===== src/rtl/wavelet_sample_streamer.sv =====
// Transmit side of the wavelet sample interface: FIFO-buffered host samples driven out with a
// paced o_data_clk strobe, plus one gated capture of the wavelet result per sample.
module wavelet_sample_streamer #(
  parameter int DEPTH         = 8,
  parameter int HIGH_CYCLES   = 4,
  parameter int LOW_CYCLES    = 4,
  parameter int CAPTURE_DELAY = 2
) (
  input  logic                     wb_clk_i,
  input  logic                     wb_rst_i,
  input  logic                     i_enable,
  input  logic [7:0]               i_sample,
  input  logic                     i_sample_valid,
  output logic                     o_sample_ready,
  output logic [$clog2(DEPTH):0]   o_fifo_count,
  output logic                     o_busy,
  output logic                     o_data_clk,
  output logic [7:0]               o_value,
  input  logic [7:0]               i_wavelet_out,
  input  logic                     i_active,
  output logic [7:0]               o_result,
  output logic                     o_result_valid
);

  localparam int AW     = $clog2(DEPTH);
  localparam int PERIOD = HIGH_CYCLES + LOW_CYCLES;
  localparam int PW     = $clog2(PERIOD);

  localparam logic [AW:0]   FULL      = (AW+1)'(DEPTH);
  localparam logic [PW-1:0] HIGH_LAST = PW'(HIGH_CYCLES - 1);
  localparam logic [PW-1:0] LOW_LAST  = PW'(PERIOD - 1);
  localparam logic [PW-1:0] CAP_PH    = PW'(CAPTURE_DELAY);

  typedef enum logic [1:0] {IDLE, SETUP, HIGH, LOW} state_t;

  logic [7:0]    r_mem [DEPTH];
  logic [AW-1:0] r_wr_ptr, r_rd_ptr;
  logic [AW:0]   r_count;
  state_t        r_state;
  logic [PW-1:0] r_phase;
  logic          r_data_clk, r_result_valid;
  logic [7:0]    r_value, r_result;

  logic w_push, w_pop, w_capture;
  logic [7:0] w_head;

  // Ready looks only at the registered count, so a full FIFO refuses a push even while popping.
  assign o_sample_ready = (r_count < FULL);
  assign w_push         = i_sample_valid & o_sample_ready;
  assign w_pop          = i_enable & (r_count != '0) &
                          ((r_state == IDLE) || (r_state == LOW && r_phase == LOW_LAST));
  assign w_head         = r_mem[r_rd_ptr];
  assign w_capture      = (r_state == HIGH || r_state == LOW) && (r_phase == CAP_PH) && i_active;

  always_ff @(posedge wb_clk_i) begin
    if (w_push) r_mem[r_wr_ptr] <= i_sample;
  end

  always_ff @(posedge wb_clk_i or posedge wb_rst_i) begin
    if (wb_rst_i) begin
      r_wr_ptr <= '0;
      r_rd_ptr <= '0;
      r_count  <= '0;
    end else begin
      if (w_push) r_wr_ptr <= r_wr_ptr + 1'b1;
      if (w_pop)  r_rd_ptr <= r_rd_ptr + 1'b1;
      case ({w_push, w_pop})
        2'b10:   r_count <= r_count + 1'b1;
        2'b01:   r_count <= r_count - 1'b1;
        default: r_count <= r_count;
      endcase
    end
  end

  // r_phase runs 0..PERIOD-1 across HIGH then LOW; it times both phases and the capture point.
  always_ff @(posedge wb_clk_i or posedge wb_rst_i) begin
    if (wb_rst_i) begin
      r_state        <= IDLE;
      r_phase        <= '0;
      r_data_clk     <= 1'b0;
      r_value        <= '0;
      r_result       <= '0;
      r_result_valid <= 1'b0;
    end else begin
      r_result_valid <= 1'b0;
      if (w_capture) begin
        r_result       <= i_wavelet_out;
        r_result_valid <= 1'b1;
      end
      case (r_state)
        IDLE: begin
          if (w_pop) begin
            r_value <= w_head;
            r_state <= SETUP;
          end
        end
        SETUP: begin
          r_state    <= HIGH;
          r_data_clk <= 1'b1;
          r_phase    <= '0;
        end
        HIGH: begin
          r_phase <= r_phase + 1'b1;
          if (r_phase == HIGH_LAST) begin
            r_state    <= LOW;
            r_data_clk <= 1'b0;
          end
        end
        LOW: begin
          if (r_phase == LOW_LAST) begin
            if (w_pop) begin
              r_value <= w_head;
              r_state <= SETUP;
            end else begin
              r_state <= IDLE;
            end
          end else begin
            r_phase <= r_phase + 1'b1;
          end
        end
      endcase
    end
  end

  assign o_fifo_count   = r_count;
  assign o_busy         = (r_state != IDLE);
  assign o_data_clk     = r_data_clk;
  assign o_value        = r_value;
  assign o_result       = r_result;
  assign o_result_valid = r_result_valid;

endmodule


===== config.mk =====
export PLATFORM = sky130hd
export DESIGN_NAME = wavelet_sample_streamer
export DESIGN_NICKNAME = d
export VERILOG_FILES = /design/src/rtl/wavelet_sample_streamer.sv
export SDC_FILE = /design/constraint.sdc
export NUM_CORES = 1
export LEC_CHECK = 0
export ABC_CLOCK_PERIOD_IN_PS = 2700
export BUFFER_PORTS_ARGS = -buffer_cell sky130_fd_sc_hd__buf_4
export CORE_UTILIZATION = 58
export DETAILED_ROUTE_END_ITERATION = 10
export PLACE_DENSITY = 0.88
export SLEW_MARGIN = 10
export SYNTH_ARGS = -nofsm -noshare
export SYNTH_HDL_FRONTEND = slang
export SYNTH_SLANG_ARGS = --single-unit
export TNS_END_PERCENT = 10

===== constraint.sdc =====
create_clock -name wb_clk_i -period 2.7 [get_ports wb_clk_i]
set_input_delay 0.405 -clock wb_clk_i [delete_from_list [all_inputs] [get_ports wb_clk_i]]
set_output_delay 0.405 -clock wb_clk_i [all_outputs]
set_load 0.01 [all_outputs]

==> impl_metrics.py <==
metrics = {
    "timing": {
        "hold_viol_final": 0,
        "rsz0062_at_grt": "false",
        "slew_violations": 0,
        "post-route-period-util_pct": 92.57,
        "relSlewSlack_pct": 48.36,
        "setup_viol": 0,
        "min_period_ns": 2.499,
        "tightest_slew_ns": 0.7746,
        "finalSetupTns_ns": 0,
        "clock_skew_ns": 0.01345,
        "timing.fmax_mhz": 400.1,
    },
    "clocking": {
        "holdBufCountCts": 0,
        "cts.sinks": 97,
        "cts_tree": "yes",
        "clock_path_buffers": 2,
        "cts_root_buf": "clkbuf_8",
        "ctsResizeCount": 0,
        "cts_max_level": 3,
        "cts_setup_buffers": 0,
        "numCtsBuffers": 9,
        "clkLatencyLatePin_ns": 0.36,
        "cts.clk_slew.worst_paths_ns": 0.10,
    },
    "synth": {
        "ys_types": 32,
        "yosys_warnings": 0,
        "synth_top_cell_area_share_pct": 47.42,
        "netlist_top_cells_area": "edfxtp_1 (47%), dfrtp_1 (20%), mux4_2 (7.8%)",
        "netlist_area_mm2": 0.004053,
        "synth_edf_count": 64,
        "ys_ff_latch": 97,
        "synth_cells": 240,
        "avgSynthCellArea_um2": 16.89,
        "synthArstFlopShare_pct": 34.02,
        "synth_nets": 275,
        "dominantRegCellSynth": "edfxtp_1",
        "synth_top_area_cell": "edfxtp_1",
        "ys_seq_area_share_pct": 67.80,
    },
    "grt": {
        "gr-total-overflow": 0,
        "use_met1_pct": 26.30,
        "grt_usage_pct": 20.66,
        "grt_util_met3_pct": 6.160,
        "antenna_found_initial": 0,
        "grt_pass1_wl_mm": 10.93,
        "grt.busiest_layer": "met2",
        "grt_max_degree": 34,
        "use_met2_pct": 33.82,
        "grt_pass1_vias": 2216,
    },
    "layout": {
        "antenna_cells": 0,
        "fin_nets": 335,
        "design_area_mm2": 0.004693,
        "drive_gt1_share_pct": 33.11,
        "layout_commonest_cell": "edfxtp_1",
        "syn2layout_area_growth_pct": 15.81,
        "layout_common_cells": "edfxtp_1 (64), buf_4 (55), dfrtp_1 (33)",
    },
    "job": {
        "max-cap-violations": 0,
    },
    "detailed_routing": {
        "first_iter_violations": 115,
        "num_vias": 2191,
        "drt-total-wl_mm": 6.821,
        "ant_nets": 0,
        "dr.pass1.iters": 4,
        "viasPerCell": 5.691,
        "wl_per_cell_um": 17.72,
        "drc": 0,
    },
    "critical_path": {
        "cp_max_fo": 5,
        "crit_required_ns": 2.94,
        "endpoint_kind": "flip-flop",
        "worstPathArrival_ns": 2.74,
        "r2r-start": "r_phase[0]",
        "cp-start-kind": "flip-flop",
        "rr_worst_depth": 11,
        "r2r_slack_ns": 0.20,
        "critical_path_class": "reg -> reg",
        "timing.rr.end": "o_fifo_count[2]",
    },
    "die": {
        "dieArea_mm2": 0.007326,
        "ios": 45,
        "rows": 30,
        "die_h_um": 85.59,
        "start_util_pct": 59.98,
        "die_x_um": 85.59,
        "core-area_mm2": 0.006756,
    },
    "place": {
        "postPlaceCellArea_mm2": 0.004514,
        "gp_congestion": 0.7678,
        "io_buffers": 44,
        "dpl.hpwl_mm": 4.581,
    },
    "pwr": {
        "total_power_w": 0.004726,
        "ir_drop_v": 0.0003968,
        "powerDensity_mw_per_mm2": 1007,
        "leakage_nw": 1.834,
    },
    "run_status": {
        "status": "completed",
    },
    "hold_path": {
        "worstHoldPathType": "in -> async",
    },
}
[cell usage after synthesis, types with 2 or more instances]
cell,n
mux2_2,11
nor2_1,17
nor2b_1,3
edfxtp_1,64
mux4_2,14
dfrtp_1,33
o21ai_0,5
inv_1,10
nor2_2,3
ha_1,14
nand2_1,8
mux4_1,2
a21o_1,2
a21oi_1,11
xor2_1,5
nand2b_1,3
buf_2,4
mux2i_1,9
o211ai_1,2
nor3_1,4
xnor2_1,4
nand3_1,2
[worst max-delay path, stage by stage, from the launching register on]
cell	delay, ns
dfrtp_1	0.43
ha_1	0.24
ha_1	0.24
a21oi_1	0.23
nor2_2	0.11
ha_1	0.27
xor2_1	0.16
ha_1	0.19
a21oi_1	0.15
xor2_1	0.16
nor2_1	0.06
xor2_1	0.14
[final cells by class]
cell class / count / area, µm²
well taps: 80 / 100.1
clock buffers: 10 / 127.6
flip-flops and latches: 97 / 2748
fillers: 451 / 2063
repair buffers: 55 / 412.9
inverters: 10 / 37.54
multi-input cells: 127 / 1216
clock inverters: 6 / 51.30
[per-stage QoR]
step	hold slack [ns]	instances	setup WS [ns]	utilization, %
floorplan	0.4767	240	0.4528	-
global placement	0.4930	369	0.3678	66.81
detailed placement	0.4975	369	0.2274	66.81
CTS	0.1097	385	0.2161	69.46
global route	0.1269	385	0.05402	69.46
finish	0.1180	385	0.2006	69.46
[logic make-up (layout without fill, tap and decap cells)]
kind of cell,Yosys count,count (layout),share of synthesized area (%)
xor gates and xnor gates,9,9,1.945
and+or+nand+nor,41,41,4.631
buffers and inverters,16,81,2.192
muxes,36,36,14.36
AOI/OAI and AO/OA,27,27,4.754
DFF,97,97,67.80
adders and majority gates,14,14,4.322
[power breakdown]
group / total, W / leakage (nW) / switching, W / internal, W
Combinational: 0.00166 / 0.775 / 0.000781 / 0.000878
Clock: 0.000855 / 0.0893 / 0.000507 / 0.000349
Sequential: 0.00221 / 0.970 / 0.000302 / 0.00191
Total: 0.00473 / 1.83 / 0.00159 / 0.00314
[routing by layer]
metal	wire (µm)	up-vias	part of all wire (%)
met5	0	-	0
met4	133	0	1.9
met3	446	14	6.5
met2	3361	80	49
met1	2878	1076	42
li1	-	1021	-
[state kept, by name (all words and copies together), names as in the netlist]
| name | cells |
|---|---|
| o_result_valid | 1 |
| o_fifo_count | 4 |
| r_wr_ptr | 3 |
| r_mem | 64 |
| r_phase | 3 |
| o_data_clk | 1 |
| r_state | 2 |
| o_value | 8 |
| r_rd_ptr | 3 |
| o_result | 8 |
[worst max path at each step]
stage	from	to	slack (ns)	cells past startpoint
after floorplan	r_phase[0]	o_fifo_count[2]	0.45	11
after global placement	r_phase[0]	o_fifo_count[2]	0.37	11
after detailed placement	r_phase[0]	o_fifo_count[2]	0.23	11
after CTS	r_phase[0]	o_fifo_count[2]	0.22	11
after global routing	r_phase[0]	o_fifo_count[2]	0.05	11
final	r_phase[0]	o_fifo_count[2]	0.20	11
No activity file was read; power rests on OpenSTA's default activity.
